==> src/rtl/ysyx_22050243_mc_ctrl.sv <==
// ----------------------------------------------------------------------------
// ysyx_22050243_mc_ctrl
// Multi-cycle control unit for the NPC core. Decodes RV32I/RV64I + Zicsr
// opcodes into the control bundle and walks each instruction through
// IDLE -> DECODE -> EXEC -> (MEM) -> WB. ebreak, illegal opcodes and LSU
// timeouts park the unit in a sticky HALT state that only rst leaves.
//
// Ports
//   clk, rst            core clock, asynchronous active-high reset
//   inst_valid/ready    IFU handshake (ready only in IDLE), inst sampled on it
//   mem_req/mem_ack     LSU request held through MEM, single-cycle completion
//   alu_src .. csr_r    control bundle (reg_w only in WB, mem_r/mem_w only in MEM)
//   pc_we               one-cycle PC update strobe per retired instruction
//   halt, halt_cause    sticky stop flag; 01 ebreak, 10 illegal, 11 bus timeout
//   busy                unit is working on an instruction
// All outputs are registers loaded from the next-state view.
// ----------------------------------------------------------------------------
module ysyx_22050243_mc_ctrl #(
    parameter int XLEN        = 64,
    parameter int EN_CSR      = 1,
    parameter int MEM_TIMEOUT = 255,
    parameter int CNT_W       = 16
) (
    input  logic        clk,
    input  logic        rst,
    input  logic        inst_valid,
    output logic        inst_ready,
    input  logic [31:0] inst,
    input  logic        mem_ack,
    output logic        mem_req,
    output logic        alu_src,
    output logic [2:0]  mem2reg,
    output logic        reg_w,
    output logic        mem_r,
    output logic        mem_w,
    output logic        branch,
    output logic [1:0]  pc_src_ctrl,
    output logic [2:0]  alu_op,
    output logic        csr_r,
    output logic        pc_we,
    output logic        halt,
    output logic [1:0]  halt_cause,
    output logic        busy
);

    typedef enum logic [2:0] {
        S_IDLE   = 3'd0,
        S_DECODE = 3'd1,
        S_EXEC   = 3'd2,
        S_MEM    = 3'd3,
        S_WB     = 3'd4,
        S_HALT   = 3'd5
    } state_t;

    typedef struct packed {
        logic       alu_src;
        logic [2:0] mem2reg;
        logic       reg_w;
        logic       mem_r;
        logic       mem_w;
        logic       branch;
        logic [1:0] pc_src_ctrl;
        logic [2:0] alu_op;
        logic       csr_r;
    } bundle_t;

    localparam logic [6:0] OPC_NOP    = 7'b0000000;
    localparam logic [6:0] OPC_FENCE  = 7'b0001111;
    localparam logic [6:0] OPC_LUI    = 7'b0110111;
    localparam logic [6:0] OPC_AUIPC  = 7'b0010111;
    localparam logic [6:0] OPC_JAL    = 7'b1101111;
    localparam logic [6:0] OPC_JALR   = 7'b1100111;
    localparam logic [6:0] OPC_BRANCH = 7'b1100011;
    localparam logic [6:0] OPC_LOAD   = 7'b0000011;
    localparam logic [6:0] OPC_STORE  = 7'b0100011;
    localparam logic [6:0] OPC_IMM    = 7'b0010011;
    localparam logic [6:0] OPC_OP     = 7'b0110011;
    localparam logic [6:0] OPC_IMM32  = 7'b0011011;
    localparam logic [6:0] OPC_OP32   = 7'b0111011;
    localparam logic [6:0] OPC_SYSTEM = 7'b1110011;

    localparam logic [CNT_W-1:0] CNT_LAST = CNT_W'(MEM_TIMEOUT - 1);

    state_t           state_r, state_next_s;
    logic [6:0]       op_r, op_next_s;
    logic [2:0]       f3_r, f3_next_s;
    bundle_t          bnd_r, bnd_next_s, dec_s;
    logic             dec_ebreak_s, dec_illegal_s;
    logic [CNT_W-1:0] cnt_r, cnt_next_s;
    logic [1:0]       cause_next_s;
    logic             in_body_s;
    logic             unused_inst_s;

    // Only opcode and funct3 steer the control bundle.
    assign unused_inst_s = ^{inst[31:15], inst[11:7]};

    // Single-cycle decoder table applied to the latched opcode/funct3.
    always_comb begin
        dec_s         = '0;
        dec_ebreak_s  = 1'b0;
        dec_illegal_s = 1'b0;
        case (op_r)
            OPC_NOP, OPC_FENCE: begin
                dec_s = '0;
            end
            OPC_LUI:    begin dec_s.alu_src = 1'b1; dec_s.mem2reg = 3'b010; dec_s.reg_w = 1'b1; end
            OPC_AUIPC:  begin dec_s.alu_src = 1'b1; dec_s.mem2reg = 3'b100; dec_s.reg_w = 1'b1; end
            OPC_JAL:    begin dec_s.mem2reg = 3'b011; dec_s.reg_w = 1'b1; dec_s.pc_src_ctrl = 2'b01; end
            OPC_JALR: begin
                dec_s.alu_src     = 1'b1;
                dec_s.mem2reg     = 3'b011;
                dec_s.reg_w       = 1'b1;
                dec_s.pc_src_ctrl = 2'b10;
            end
            OPC_BRANCH: begin dec_s.branch = 1'b1; dec_s.alu_op = 3'b001; end
            OPC_LOAD: begin
                dec_s.alu_src = 1'b1;
                dec_s.mem2reg = 3'b001;
                dec_s.reg_w   = 1'b1;
                dec_s.mem_r   = 1'b1;
            end
            OPC_STORE:  begin dec_s.alu_src = 1'b1; dec_s.mem_w = 1'b1; end
            OPC_IMM:    begin dec_s.alu_src = 1'b1; dec_s.reg_w = 1'b1; dec_s.alu_op = 3'b011; end
            OPC_OP:     begin dec_s.reg_w = 1'b1; dec_s.alu_op = 3'b010; end
            OPC_IMM32: begin
                if (XLEN == 64) begin
                    dec_s.alu_src = 1'b1;
                    dec_s.reg_w   = 1'b1;
                    dec_s.alu_op  = 3'b111;
                end else begin
                    dec_illegal_s = 1'b1;
                end
            end
            OPC_OP32: begin
                if (XLEN == 64) begin
                    dec_s.reg_w  = 1'b1;
                    dec_s.alu_op = 3'b110;
                end else begin
                    dec_illegal_s = 1'b1;
                end
            end
            OPC_SYSTEM: begin
                // funct3 000 covers ebreak/ecall: both stop the core.
                if (f3_r == 3'b000) begin
                    dec_ebreak_s = 1'b1;
                end else if (EN_CSR != 0) begin
                    dec_s.csr_r   = 1'b1;
                    dec_s.mem2reg = 3'b101;
                    dec_s.reg_w   = 1'b1;
                end else begin
                    dec_illegal_s = 1'b1;
                end
            end
            default: dec_illegal_s = 1'b1;
        endcase
    end

    // Next-state, latched-instruction, bundle, timeout-counter and cause logic.
    always_comb begin
        state_next_s = state_r;
        op_next_s    = op_r;
        f3_next_s    = f3_r;
        bnd_next_s   = bnd_r;
        cnt_next_s   = cnt_r;
        cause_next_s = halt_cause;
        case (state_r)
            S_IDLE: begin
                if (inst_valid && inst_ready) begin
                    op_next_s    = inst[6:0];
                    f3_next_s    = inst[14:12];
                    state_next_s = S_DECODE;
                end else begin
                    state_next_s = S_IDLE;
                end
            end
            S_DECODE: begin
                if (dec_ebreak_s) begin
                    cause_next_s = 2'b01;
                    state_next_s = S_HALT;
                end else if (dec_illegal_s) begin
                    cause_next_s = 2'b10;
                    state_next_s = S_HALT;
                end else begin
                    bnd_next_s   = dec_s;
                    state_next_s = S_EXEC;
                end
            end
            S_EXEC: begin
                if (bnd_r.mem_r || bnd_r.mem_w) begin
                    state_next_s = S_MEM;
                end else begin
                    state_next_s = S_WB;
                end
            end
            S_MEM: begin
                // Ack is tested first so it wins over a same-cycle timeout.
                if (mem_ack) begin
                    cnt_next_s   = '0;
                    state_next_s = S_WB;
                end else if (cnt_r == CNT_LAST) begin
                    cnt_next_s   = '0;
                    cause_next_s = 2'b11;
                    state_next_s = S_HALT;
                end else begin
                    cnt_next_s = cnt_r + CNT_W'(1);
                end
            end
            S_WB: begin
                bnd_next_s   = '0;
                state_next_s = S_IDLE;
            end
            S_HALT: begin
                state_next_s = S_HALT;
            end
            default: begin
                bnd_next_s   = '0;
                state_next_s = S_IDLE;
            end
        endcase
    end

    assign in_body_s = (state_next_s == S_EXEC) || (state_next_s == S_MEM) || (state_next_s == S_WB);

    // State, context and output registers; rst clears everything at once.
    always_ff @(posedge clk or posedge rst) begin
        if (rst) begin
            state_r     <= S_IDLE;
            op_r        <= 7'd0;
            f3_r        <= 3'd0;
            bnd_r       <= '0;
            cnt_r       <= '0;
            inst_ready  <= 1'b1;
            mem_req     <= 1'b0;
            alu_src     <= 1'b0;
            mem2reg     <= 3'd0;
            reg_w       <= 1'b0;
            mem_r       <= 1'b0;
            mem_w       <= 1'b0;
            branch      <= 1'b0;
            pc_src_ctrl <= 2'd0;
            alu_op      <= 3'd0;
            csr_r       <= 1'b0;
            pc_we       <= 1'b0;
            halt        <= 1'b0;
            halt_cause  <= 2'd0;
            busy        <= 1'b0;
        end else begin
            state_r     <= state_next_s;
            op_r        <= op_next_s;
            f3_r        <= f3_next_s;
            bnd_r       <= bnd_next_s;
            cnt_r       <= cnt_next_s;
            inst_ready  <= (state_next_s == S_IDLE);
            mem_req     <= (state_next_s == S_MEM);
            alu_src     <= in_body_s & bnd_next_s.alu_src;
            mem2reg     <= in_body_s ? bnd_next_s.mem2reg : 3'd0;
            reg_w       <= (state_next_s == S_WB) & bnd_next_s.reg_w;
            mem_r       <= (state_next_s == S_MEM) & bnd_next_s.mem_r;
            mem_w       <= (state_next_s == S_MEM) & bnd_next_s.mem_w;
            branch      <= in_body_s & bnd_next_s.branch;
            pc_src_ctrl <= in_body_s ? bnd_next_s.pc_src_ctrl : 2'd0;
            alu_op      <= in_body_s ? bnd_next_s.alu_op : 3'd0;
            csr_r       <= in_body_s & bnd_next_s.csr_r;
            pc_we       <= (state_next_s == S_WB);
            halt        <= (state_next_s == S_HALT);
            halt_cause  <= cause_next_s;
            busy        <= in_body_s || (state_next_s == S_DECODE);
        end
    end

endmodule

==> config.mk <==
export PLATFORM = sky130hd
export DESIGN_NAME = ysyx_22050243_mc_ctrl
export DESIGN_NICKNAME = d
export VERILOG_FILES = /design/src/rtl/ysyx_22050243_mc_ctrl.sv
export SDC_FILE = /design/constraint.sdc
export NUM_CORES = 1
export LEC_CHECK = 0
export BUFFER_PORTS_ARGS = -buffer_cell sky130_fd_sc_hd__buf_4
export CAP_MARGIN = 40
export CORE_ASPECT_RATIO = 0.5
export CORE_MARGIN = 2
export CORE_UTILIZATION = 45
export CTS_CLUSTER_SIZE = 40
export DETAILED_ROUTE_END_ITERATION = 10
export HOLD_SLACK_MARGIN = 0.05
export PLACE_DENSITY = 0.78
export SLEW_MARGIN = 20
export SYNTH_ARGS = -nofsm -noshare
export SYNTH_HDL_FRONTEND = slang
export SYNTH_SLANG_ARGS = --single-unit
==> constraint.sdc <==
create_clock -name clk -period 2.08 [get_ports clk]
set_input_delay 0.208 -clock clk [delete_from_list [all_inputs] [get_ports clk]]
set_output_delay 0.208 -clock clk [all_outputs]
set_load 0.1 [all_outputs]
==> results of run 1 <==
## cell families (layout without fill, tap and decap cells)
group | Yosys count | after routing | share of synthesized area
and+or+nand+nor | 134 | 134 | 0.221
AOI/OAI and AO/OA | 74 | 74 | 0.148
DFF | 64 | 64 | 0.509
buffers and inverters | 27 | 87 | 0.0413
muxes | 17 | 17 | 0.0580
xor gates and xnor gates | 4 | 4 | 0.0111
adders and majority gates | 3 | 3 | 0.0115
## final timing paths
| check | endpoint | cells past startpoint | from |
|---|---|---|---|
| worst max register to register | bnd_r[10]$_DFF_PP0_ | 6 | op_r[3]$_DFFE_PP0P_ |
| worst max-delay path | bnd_r[10]$_DFF_PP0_ | 6 | op_r[3]$_DFFE_PP0P_ |
| min in group asynchronous | cnt_r[0]$_DFFE_PP0P_ | 4 | rst |
| worst min register to register | branch$_DFF_PP0_ | 1 | bnd_r[6]$_DFF_PP0_ |
| max in group asynchronous | inst_ready$_DFF_PP1_ | 4 | rst |
| worst min-delay path | op_r[4]$_DFFE_PP0P_ | 3 | inst[4] |
## cells in the mapped netlist, drive strengths merged, types with 2 or more instances
library cell and number:
o2bb2ai 2, nand2 37, or4 2, and3 3, a211oi 2, a21oi 13
inv 11, a32o 2, buf 7, nor4 7, mux2 10, o22ai 2
or3 9, mux2i 7, ha 2, and2 2, nand4 9, o21bai 2
or2 2, o21ai 34, nor3 19, nand2b 4, clkbuf 9, nor2 15
nand3 16, xor2 3, a31o 4, dfrtp 63, nor2b 3, a22o 3
## repair_timing
action,4_1_cts,5_1_grt
hold endpoints to repair,63,0
buffers inserted,0,1
hold buffers,1,0
endpoints found under the setup margin,2,12
pin swaps,0,1
gates resized for setup,2,6
## registers in the layout, summed over array words and instances (netlist names), 3 cells and up
signal   cells
f3_r         3
state_r      3
alu_op       3
bnd_r       14
cnt_r       16
op_r         7
mem2reg      3
## metal layers
metal / share of wire / vias up
met5: 0 / -
met2: 0.50 / 83
met1: 0.43 / 1372
li1: - / 1289
met4: 0.013 / 0
met3: 0.055 / 10
## where the power goes
part / switching [uW] / total, uW / internal [uW]
clock network: 517 / 1500 / 982
registers: 241 / 1740 / 1500
logic: 1080 / 1720 / 640
## critical path: cells and delay by family, from the launching register on
family,cells,cell delay [ns]
buffers and inverters,2,0.34
flip-flops,1,0.43
adder cells (fa/ha/maj),1,0.29
AO/OA/AOI/OAI,3,0.79
## layout make-up
cell class / count / area, um^2
clock buffer: 12 / 256
clock inverter: 3 / 42.5
fill: 561 / 2730
inverter: 11 / 41.3
multi-input combinational: 232 / 1460
sequential: 64 / 1610
tap: 92 / 115
timing repair buffer: 61 / 477
## per-stage QoR
| stage | cell area (um^2) | hold slack [ns] | util | setup TNS [ns] | instances |
|---|---|---|---|---|---|
| detailed placement | 3640 | 0.307 | 0.541 | -0.0238 | 458 |
| global route | 4000 | 0.0981 | 0.594 | -0.00282 | 475 |
| global placement | 3640 | 0.303 | 0.541 | 0 | 458 |
| finish | 4000 | 0.0827 | 0.594 | 0 | 475 |
| CTS | 3960 | 0.0770 | 0.589 | 0 | 474 |
| floorplan | 3150 | 0.325 | - | 0 | 323 |
==> results by group, run 1 <==
Floorplanning
  • Total die area: about 7700 um^2
  • Initial Utilization: 0.468
  • Die width: 122 um
  • Total core area: between 6000 and 7000 um^2
  • Row cnt: 21
  • Boundary Pins: 57
  • Die Height: about 63 um

Drt
  • Initial detailed-routing violation count: 232
  • Detail Route Antenna Nets: 0
  • Post-Route WL: 7.26 mm
  • Vias per cell: 5.80
  • Via count: between 2000 and 3000
  • Pre-antenna DRT Iters: 7
  • Routed len/inst: between 15 and 20 um
  • DRC: 0

Critical path
  • Slowest CP cell: dfrtp_1
  • CP Cell Sequence: buf_4 > maj3_2 > o31a_1 > a21o_1 > buf_6 > a31o_2
  • R2R setup slack: 0.10 ns
  • CP Class: flop to flop
  • Arrival @ worst endpoint: 2.20 ns
  • Crit Path Max Fanout: 8
  • Crit start category: flop
  • Critical path endpoint category: flop
  • CP required: 2.30 ns
  • Max stage delay on crit path: between 0.4 and 0.5 ns

Cells and area
  • Fraction of layout cells with a size suffix above 1: 0.266
  • Commonest cells after routing, fill and taps aside: dfrtp_1 (63), buf_4 (58), nand2_1 (36)
  • Commonest non-fill, non-tap cell in the layout: dfrtp_1
  • Ant diodes: 0
  • NumNets Final: ~420
  • Layout Area Growth over Synthesis: 26.9%

Global route
  • Grt ovf: 0
  • Antenna violations before repair: 0
  • Met1 usage: 0.259
  • Pin count of the biggest net entering global routing: 65
  • Vias in the first global route: about 2800
  • First-pass GRT wire length: between 10 and 15 mm
  • GRT Total Usage: 0.217
  • Met3 Use GR: 0.0851
  • Grt met2 use: 0.361
  • Most Crowded Layer GR: met2

Placed design
  • Dpl ws: -0.0238 ns
  • # port buffers: 34
  • Detailed placement HPWL: between 5 and 6 mm
  • Routability cong.: 0.974

Clock network
  • # H-tree levels: 3
  • Clock root buffer: clkbuf_16
  • Clk slew on worst S/H paths: roughly 0.050 ns
  • Cts bufs inserted: 9
  • CTS tree: yes
  • CTS Buffer Depth: 2
  • # clock sinks: 64
  • Clk Latency, worst-skew pair: ~0.34 ns

Yosys
  • YS warnings: 0
  • Dominant synthesized flop cell: dfrtp_1
  • EDFF count, synth: 0
  • Yosys cell types: between 50 and 60
  • Share of the synthesized area in the top cell type: 0.501
  • #FFs+latches synth: 64
  • Synth area leader: dfrtp_1
  • Cells after Synth: around 320
  • Synthesized cell area: between 3000 and 4000 um^2
  • Main area contributors after synthesis: dfrtp_1 (50%), o21ai_0 (5.2%), nand2_1 (4.3%), mux2_2 (3.6%), nor3_1 (3.0%)
  • Syn Nets: 361
  • Async S/R FF share, synth: 1.00
  • Syn avg cell area: between 9 and 10 um^2
  • Sequential fraction of the synthesis area: 0.509

Power and ir drop
  • Max IR drop VDD: roughly 0.65 mV
  • Pwr/cell area: ~1200 nW/um^2
  • Pwr Total: around 5000 uW
  • LEAKAGE: about 0.0018 uW

STA
  • Final Hold Fails: 0
  • Slack of the critical path: a little over 0.1 ns
  • Relative slew slack: 0.602
  • Tightest Pin Transition: between 0.5 and 0.6 ns
  • Tcrit/Tclk final: 0.951
  • FMAX: 0.506 GHz
  • Final setup viols: 0
  • Tmin final: 1.98 ns
  • Slew Limit Fails: 0
  • Fin Clk Skew: slightly below 0.01 ns

Min path
  • Hold/Removal Path Class: input pin to flop

Flow run
  • Maxcap violations: 0

Status
  • Outcome: finished clean
No activity file was read; power rests on OpenSTA's default activity.
==> run 2: changes to the inputs <==
MAX_ROUTING_LAYER = met4   (was unset)
==> run 2 against run 1 <==
  * Fmax down 2.0%
  * Largest cell class unchanged
  * Register-to-register slack worse by 0.04 ns
  * Critical path depth stayed put
  * Highest routed layer unchanged
  * Clock power about the same
  * Critical endpoint is now bnd_r[12]$_DFF_PP0_
  * Critical path type unchanged
==> results by group, run 2 (synthesized netlist as in run 1, its figures left out) <==
Status
  • Outcome: finished clean

Placed design
  • Dpl cells: 460
  • Routability cong.: roughly 0.94
  • Cell Area, Placed: ~3700 um^2
  • Dpl ws: -0.0572 ns
  • Detailed placement HPWL: around 5.2 mm
  • # port buffers: 34

Cells and area
  • Largest reg by FF count: cnt_r
  • Final Non-Filler Cells: slightly below 500
  • Filler Cell Count: 580
  • Max FFs per register: 16
  • NumNets Final: between 400 and 500
  • Top flop regs: cnt_r (16), bnd_r (14), op_r (7)
  • Fraction of layout cells with a size suffix above 1: 0.280
  • Commonest cells after routing, fill and taps aside: buf_4 (64), dfrtp_1 (62), nand2_1 (36)
  • Core Util, Final: 0.599
  • Commonest non-fill, non-tap cell in the layout: buf_4
  • Ant diodes: 0
  • Design area: a little over 4000 um^2
  • Layout Area Growth over Synthesis: 28.0%

Floorplanning
  • Die width: 122 um
  • Total die area: a little under 8000 um^2
  • Die Height: 63.1 um
  • Initial Utilization: 0.468
  • Row cnt: 21
  • Boundary Pins: 57
  • Total core area: 6730 um^2

Clock network
  • # H-tree levels: 3
  • Clk slew on worst S/H paths: 0.05 ns
  • CTS Buffer Depth: 2
  • Cts bufs inserted: 9
  • CTS tree: yes
  • Clk Latency, worst-skew pair: 0.33 ns
  • # clock sinks: 64
  • Clock root buffer: clkbuf_16

Power and ir drop
  • Clock power share: 0.298
  • Reg power frac: 0.340
  • LEAKAGE: 0.00186 uW
  • Internal: roughly 3200 uW
  • Pwr/cell area: roughly 1300 nW/um^2
  • Max IR drop VDD: 0.619 mV
  • Sw Ratio: 0.374
  • Switching Power: 1900 uW
  • Comb power frac: 0.362

Flow run
  • Maxcap violations: 0

Critical path
  • R2R depth: 6
  • Slowest CP cell: dfrtp_1
  • RR Startpoint: op_r[3]$_DFFE_PP0P_
  • Crit Path Max Fanout: 8
  • Max stage delay on crit path: about 0.44 ns
  • CP Cell Sequence: buf_4 > maj3_2 > o31a_1 > a21o_1 > buf_4 > a31o_2
  • Critical path endpoint category: flop
  • CP required: about 2.3 ns
  • RR Endpoint: bnd_r[12]$_DFF_PP0_
  • Critical path capture point: bnd_r[12]$_DFF_PP0_
  • Most frequent CP cell: buf_4
  • Worst setup path startpoint: op_r[3]$_DFFE_PP0P_
  • CP Class: flop to flop
  • R2R setup slack: 0.06 ns
  • Crit start category: flop
  • Arrival @ worst endpoint: roughly 2.2 ns

Drt
  • Vias per cell: ~5.7
  • Routed len/inst: ~16 um
  • DRC: 0
  • Pre-antenna DRT Iters: 4
  • Via count: around 2800
  • Initial detailed-routing violation count: 310
  • Detail Route Antenna Nets: 0
  • Post-Route WL: 7.53 mm

Global route
  • Vias in the first global route: between 2000 and 3000
  • Pin count of the biggest net entering global routing: between 60 and 70
  • First-pass GRT wire length: around 13 mm
  • GRT Total Usage: 0.223
  • Antenna violations before repair: 0
  • Grt ovf: 0

STA
  • Final setup viols: 0
  • Fin Clk Skew: between 0.005 and 0.006 ns
  • Tightest Pin Transition: just over 0.6 ns
  • FMAX: roughly 0.50 GHz
  • Slack of the critical path: 0.0629 ns
  • Final Hold Fails: 0
  • Slew Limit Fails: 0
  • Relative slew slack: 0.592
  • Unrepaired setup endpoints after global routing: true
  • Tcrit/Tclk final: 0.970
  • Tmin final: about 2.0 ns

Min path
  • Hold/Removal Path Class: input pin to flop
## run 2: per-stage QoR
stage	hold slack [ns]	TNS [ns]	total power, uW
2_1_floorplan	0.325	0	2930
3_3_place_gp	0.304	-0.0287	3390
3_5_place_dp	0.308	-0.143	3490
4_1_cts	0.0761	0	5030
5_1_grt	0.0972	-0.207	5370
6_report	0.0813	0	5090
## run 2: critical path, delay by kind of cell, from the launching register on
kind / cells / cell delay (ns)
buffers and inverters: 2 / 0.37
DFF: 1 / 0.44
adders and majority gates: 1 / 0.28
AOI/OAI and AO/OA: 3 / 0.81
## run 2: power by group through the flow
stage	clock network (uW)	logic, uW	registers [uW]
2_1_floorplan	0	995	1940
3_3_place_gp	0	1680	1710
3_5_place_dp	0	1750	1740
4_1_cts	1540	1770	1720
5_1_grt	1600	2010	1760
6_report	1520	1840	1730
## run 2: routing by layer
metal | vias to the layer above | routed length (um) | track usage
li1 | 1296 | - | -
met1 | 1377 | 3290 | 0.274
met2 | 75 | 3800 | 0.360
met3 | 15 | 312 | 0.0562
met4 | 0 | 125 | 0.0805
met5 | - | 0 | -
## run 2: worst min path at each step
| stage | from | endpoint | slack [ns] | cells past startpoint |
|---|---|---|---|---|
| 2_1_floorplan | inst[4] | op_r[4]$_DFFE_PP0P_ | 0.32 | 2 |
| 3_3_place_gp | rst | cnt_r[6]$_DFFE_PP0P_ | 0.30 | 3 |
| 3_5_place_dp | rst | cnt_r[5]$_DFFE_PP0P_ | 0.31 | 3 |
| 4_1_cts | inst[4] | op_r[4]$_DFFE_PP0P_ | 0.08 | 3 |
| 5_1_grt | inst[4] | op_r[4]$_DFFE_PP0P_ | 0.1 | 3 |
| 6_report | inst[4] | op_r[4]$_DFFE_PP0P_ | 0.08 | 3 |
## run 2: cell type report
type	instances	area [um^2]	share of cell area
clock inverter	5	55.1	0.0137
inverter	11	41.3	0.0102
clock buffer	11	253	0.0627
timing repair buffer	66	510	0.127
tap	92	115	0.0286
sequential	64	1610	0.399
multi-input combinational	232	1450	0.359
## run 2: what timing repair did
action	in CTS	in global routing
setup buffers	0	4
pin swaps	1	3
endpoints found under the setup margin	11	14
hold endpoints to repair	63	0
hold buffers	1	0
resized for setup	1	6
==> run 3: changes to the inputs <==
PLACE_DENSITY = 0.65   (was 0.78)
==> run 3 against run 2 <==
  * Wire length decreased by 3.3%
  * Die area unchanged
  * Clock skew about the same
  * Via count decreased by 3.7%
  * Sequential cell count unchanged
  * Fmax increased by 2.6%
  * Cell count decreased by 1.9%
==> results by group, run 3 (synthesized netlist as in run 1, its figures left out) <==
Status
  • Outcome: finished clean

Critical path
  • R2R setup slack: about 0.11 ns
  • CP Class: flop to flop
  • CP required: between 2 and 2.5 ns
  • Critical path buffer and inverter count: 1
  • Crit start category: flop
  • R2R depth: 6
  • Slowest CP cell: a21oi_1
  • RR Startpoint: op_r[3]$_DFFE_PP0P_
  • Arrival @ worst endpoint: 2.23 ns
  • Critical path capture point: pc_src_ctrl[1]$_DFF_PP0_
  • Worst setup path startpoint: op_r[3]$_DFFE_PP0P_
  • Stages on worst setup path: 6
  • Crit Path Max Fanout: 11
  • Critical path endpoint category: flop
  • CP top delay family: compound AO/OA/AOI/OAI gates
  • RR Endpoint: pc_src_ctrl[1]$_DFF_PP0_
  • CP Cell Sequence: buf_4 > nor2_1 > a22o_1 > nand4_1 > a21oi_1 > a32o_1
  • Max stage delay on crit path: about 0.50 ns

Floorplanning
  • Row cnt: 21
  • Boundary Pins: 57
  • Die Height: ~63 um
  • Initial Utilization: 0.468
  • Die width: between 100 and 150 um
  • Total die area: 7720 um^2
  • Total core area: just under 7000 um^2

STA
  • Fin Clk Skew: just under 0.006 ns
  • Tightest Pin Transition: about 0.6 ns
  • Relative slew slack: 0.600
  • Tmin final: about 2 ns
  • FMAX: slightly above 0.5 GHz
  • Hold WS: 0.0837 ns
  • Slack of the critical path: roughly 0.11 ns
  • Slew Limit Fails: 0
  • Tcrit/Tclk final: 0.946
  • Final setup viols: 0
  • Final Hold Fails: 0

Clock network
  • # H-tree levels: 3
  • Clk Latency, worst-skew pair: 0.33 ns
  • # clock sinks: 64
  • CTS Buffer Depth: 2
  • CTS tree: yes
  • Clk slew on worst S/H paths: around 0.05 ns
  • Clock root buffer: clkbuf_16
  • Cts bufs inserted: 9

Drt
  • Via count: approximately 2700
  • Vias per cell: about 5.6
  • Routed len/inst: approximately 15 um
  • Initial detailed-routing violation count: 256
  • Pre-antenna DRT Iters: 4
  • DRC: 0
  • Detail Route Antenna Nets: 0
  • Post-Route WL: approximately 7.3 mm

Power and ir drop
  • Sw Ratio: 0.362
  • Clock power share: 0.326
  • Internal: approximately 3300 uW
  • Reg power frac: 0.345
  • Max IR drop VDD: 0.703 mV
  • LEAKAGE: between 0.0015 and 0.002 uW
  • Switching Power: 1860 uW
  • Pwr/cell area: approximately 1300 nW/um^2
  • Comb power frac: 0.329

Cells and area
  • Max FFs per register: 16
  • Core Util, Final: 0.596
  • Largest reg by FF count: cnt_r
  • FF+latch area: 1610 um^2
  • Top flop regs: cnt_r (16), bnd_r (14), op_r (7)
  • NumNets Final: between 400 and 500
  • Ant diodes: 0
  • Commonest non-fill, non-tap cell in the layout: dfrtp_1
  • Fraction of layout cells with a size suffix above 1: 0.258
  • Layout Area Growth over Synthesis: 27.4%
  • Commonest cells after routing, fill and taps aside: dfrtp_1 (63), buf_4 (55), nand2_1 (36)
  • Filler Cell Count: around 610
  • Area of the multi-input gates: 1470 um^2

Global route
  • Grt ovf: 0
  • Vias in the first global route: 2596
  • Antenna violations before repair: 0
  • Pin count of the biggest net entering global routing: 65
  • First-pass GRT wire length: between 10 and 15 mm
  • GRT Total Usage: 0.216

Placed design
  • # port buffers: 34
  • Routability cong.: 0.884
  • Dpl ws: approximately 0.018 ns
  • Detailed placement HPWL: 4.98 mm

Min path
  • Hold/Removal Path Class: input pin to flop

Flow run
  • Maxcap violations: 0
run 3: how the worst min path moves through the flow:
stage                                 endpoint    start  cells after the start  slack [ns]
final                      op_r[4]$_DFFE_PP0P_  inst[4]                      3        0.08
after global routing       op_r[3]$_DFFE_PP0P_  inst[3]                      2        0.11
after CTS                  op_r[4]$_DFFE_PP0P_  inst[4]                      3        0.08
after detailed placement  cnt_r[4]$_DFFE_PP0P_      rst                      3        0.31
after global placement    cnt_r[4]$_DFFE_PP0P_      rst                      3        0.31
after floorplan            op_r[4]$_DFFE_PP0P_  inst[4]                      2        0.32
run 3: metal layers:
layer,share of wire,track usage,vias to the layer above,wire length (um)
met5,0,-,-,0
met4,0.015,0.0675,0,106
met3,0.048,0.0743,14,347
met2,0.48,0.328,58,3470
met1,0.46,0.272,1304,3350
li1,-,-,1286,-
run 3: through the flow:
step	std cells	power, uW	setup TNS, ns	area (um^2)
after global placement	454	3330	0	3610
after CTS	471	5080	0	3950
final	472	5130	0	4010
after detailed placement	454	3390	0	3610
after global routing	472	5440	-0.00680	4010
after floorplan	323	2930	0	3150
run 3: repair_timing:
item	in CTS	in global routing
endpoints found under the hold margin	63	0
buffers inserted	0	1
endpoints found under the setup margin	0	34
hold buffers	1	0
gates resized for setup	0	6
run 3: layout make-up:
class	instances	area share
clock buffer	14	0.0683
clock inverter	2	0.0150
inverter	11	0.0103
multi-input combinational	232	0.367
sequential	64	0.400
tap	92	0.0287
timing repair buffer	57	0.110
run 3: power groups by stage:
stage | combinational, uW | sequential, uW | clock, uW
3_5_place_dp | 1620 | 1770 | 0
2_1_floorplan | 995 | 1940 | 0
4_1_cts | 1640 | 1750 | 1690
5_1_grt | 1870 | 1810 | 1760
3_3_place_gp | 1580 | 1750 | 0
6_report | 1690 | 1770 | 1670
run 3: worst min-delay path: cells and delay by family:
family | cells | cell delay (ns)
AO/OA/AOI/OAI | 1 | 0.06
AND/OR/NAND/NOR | 1 | 0.03
buffers and inverters | 1 | 0.08
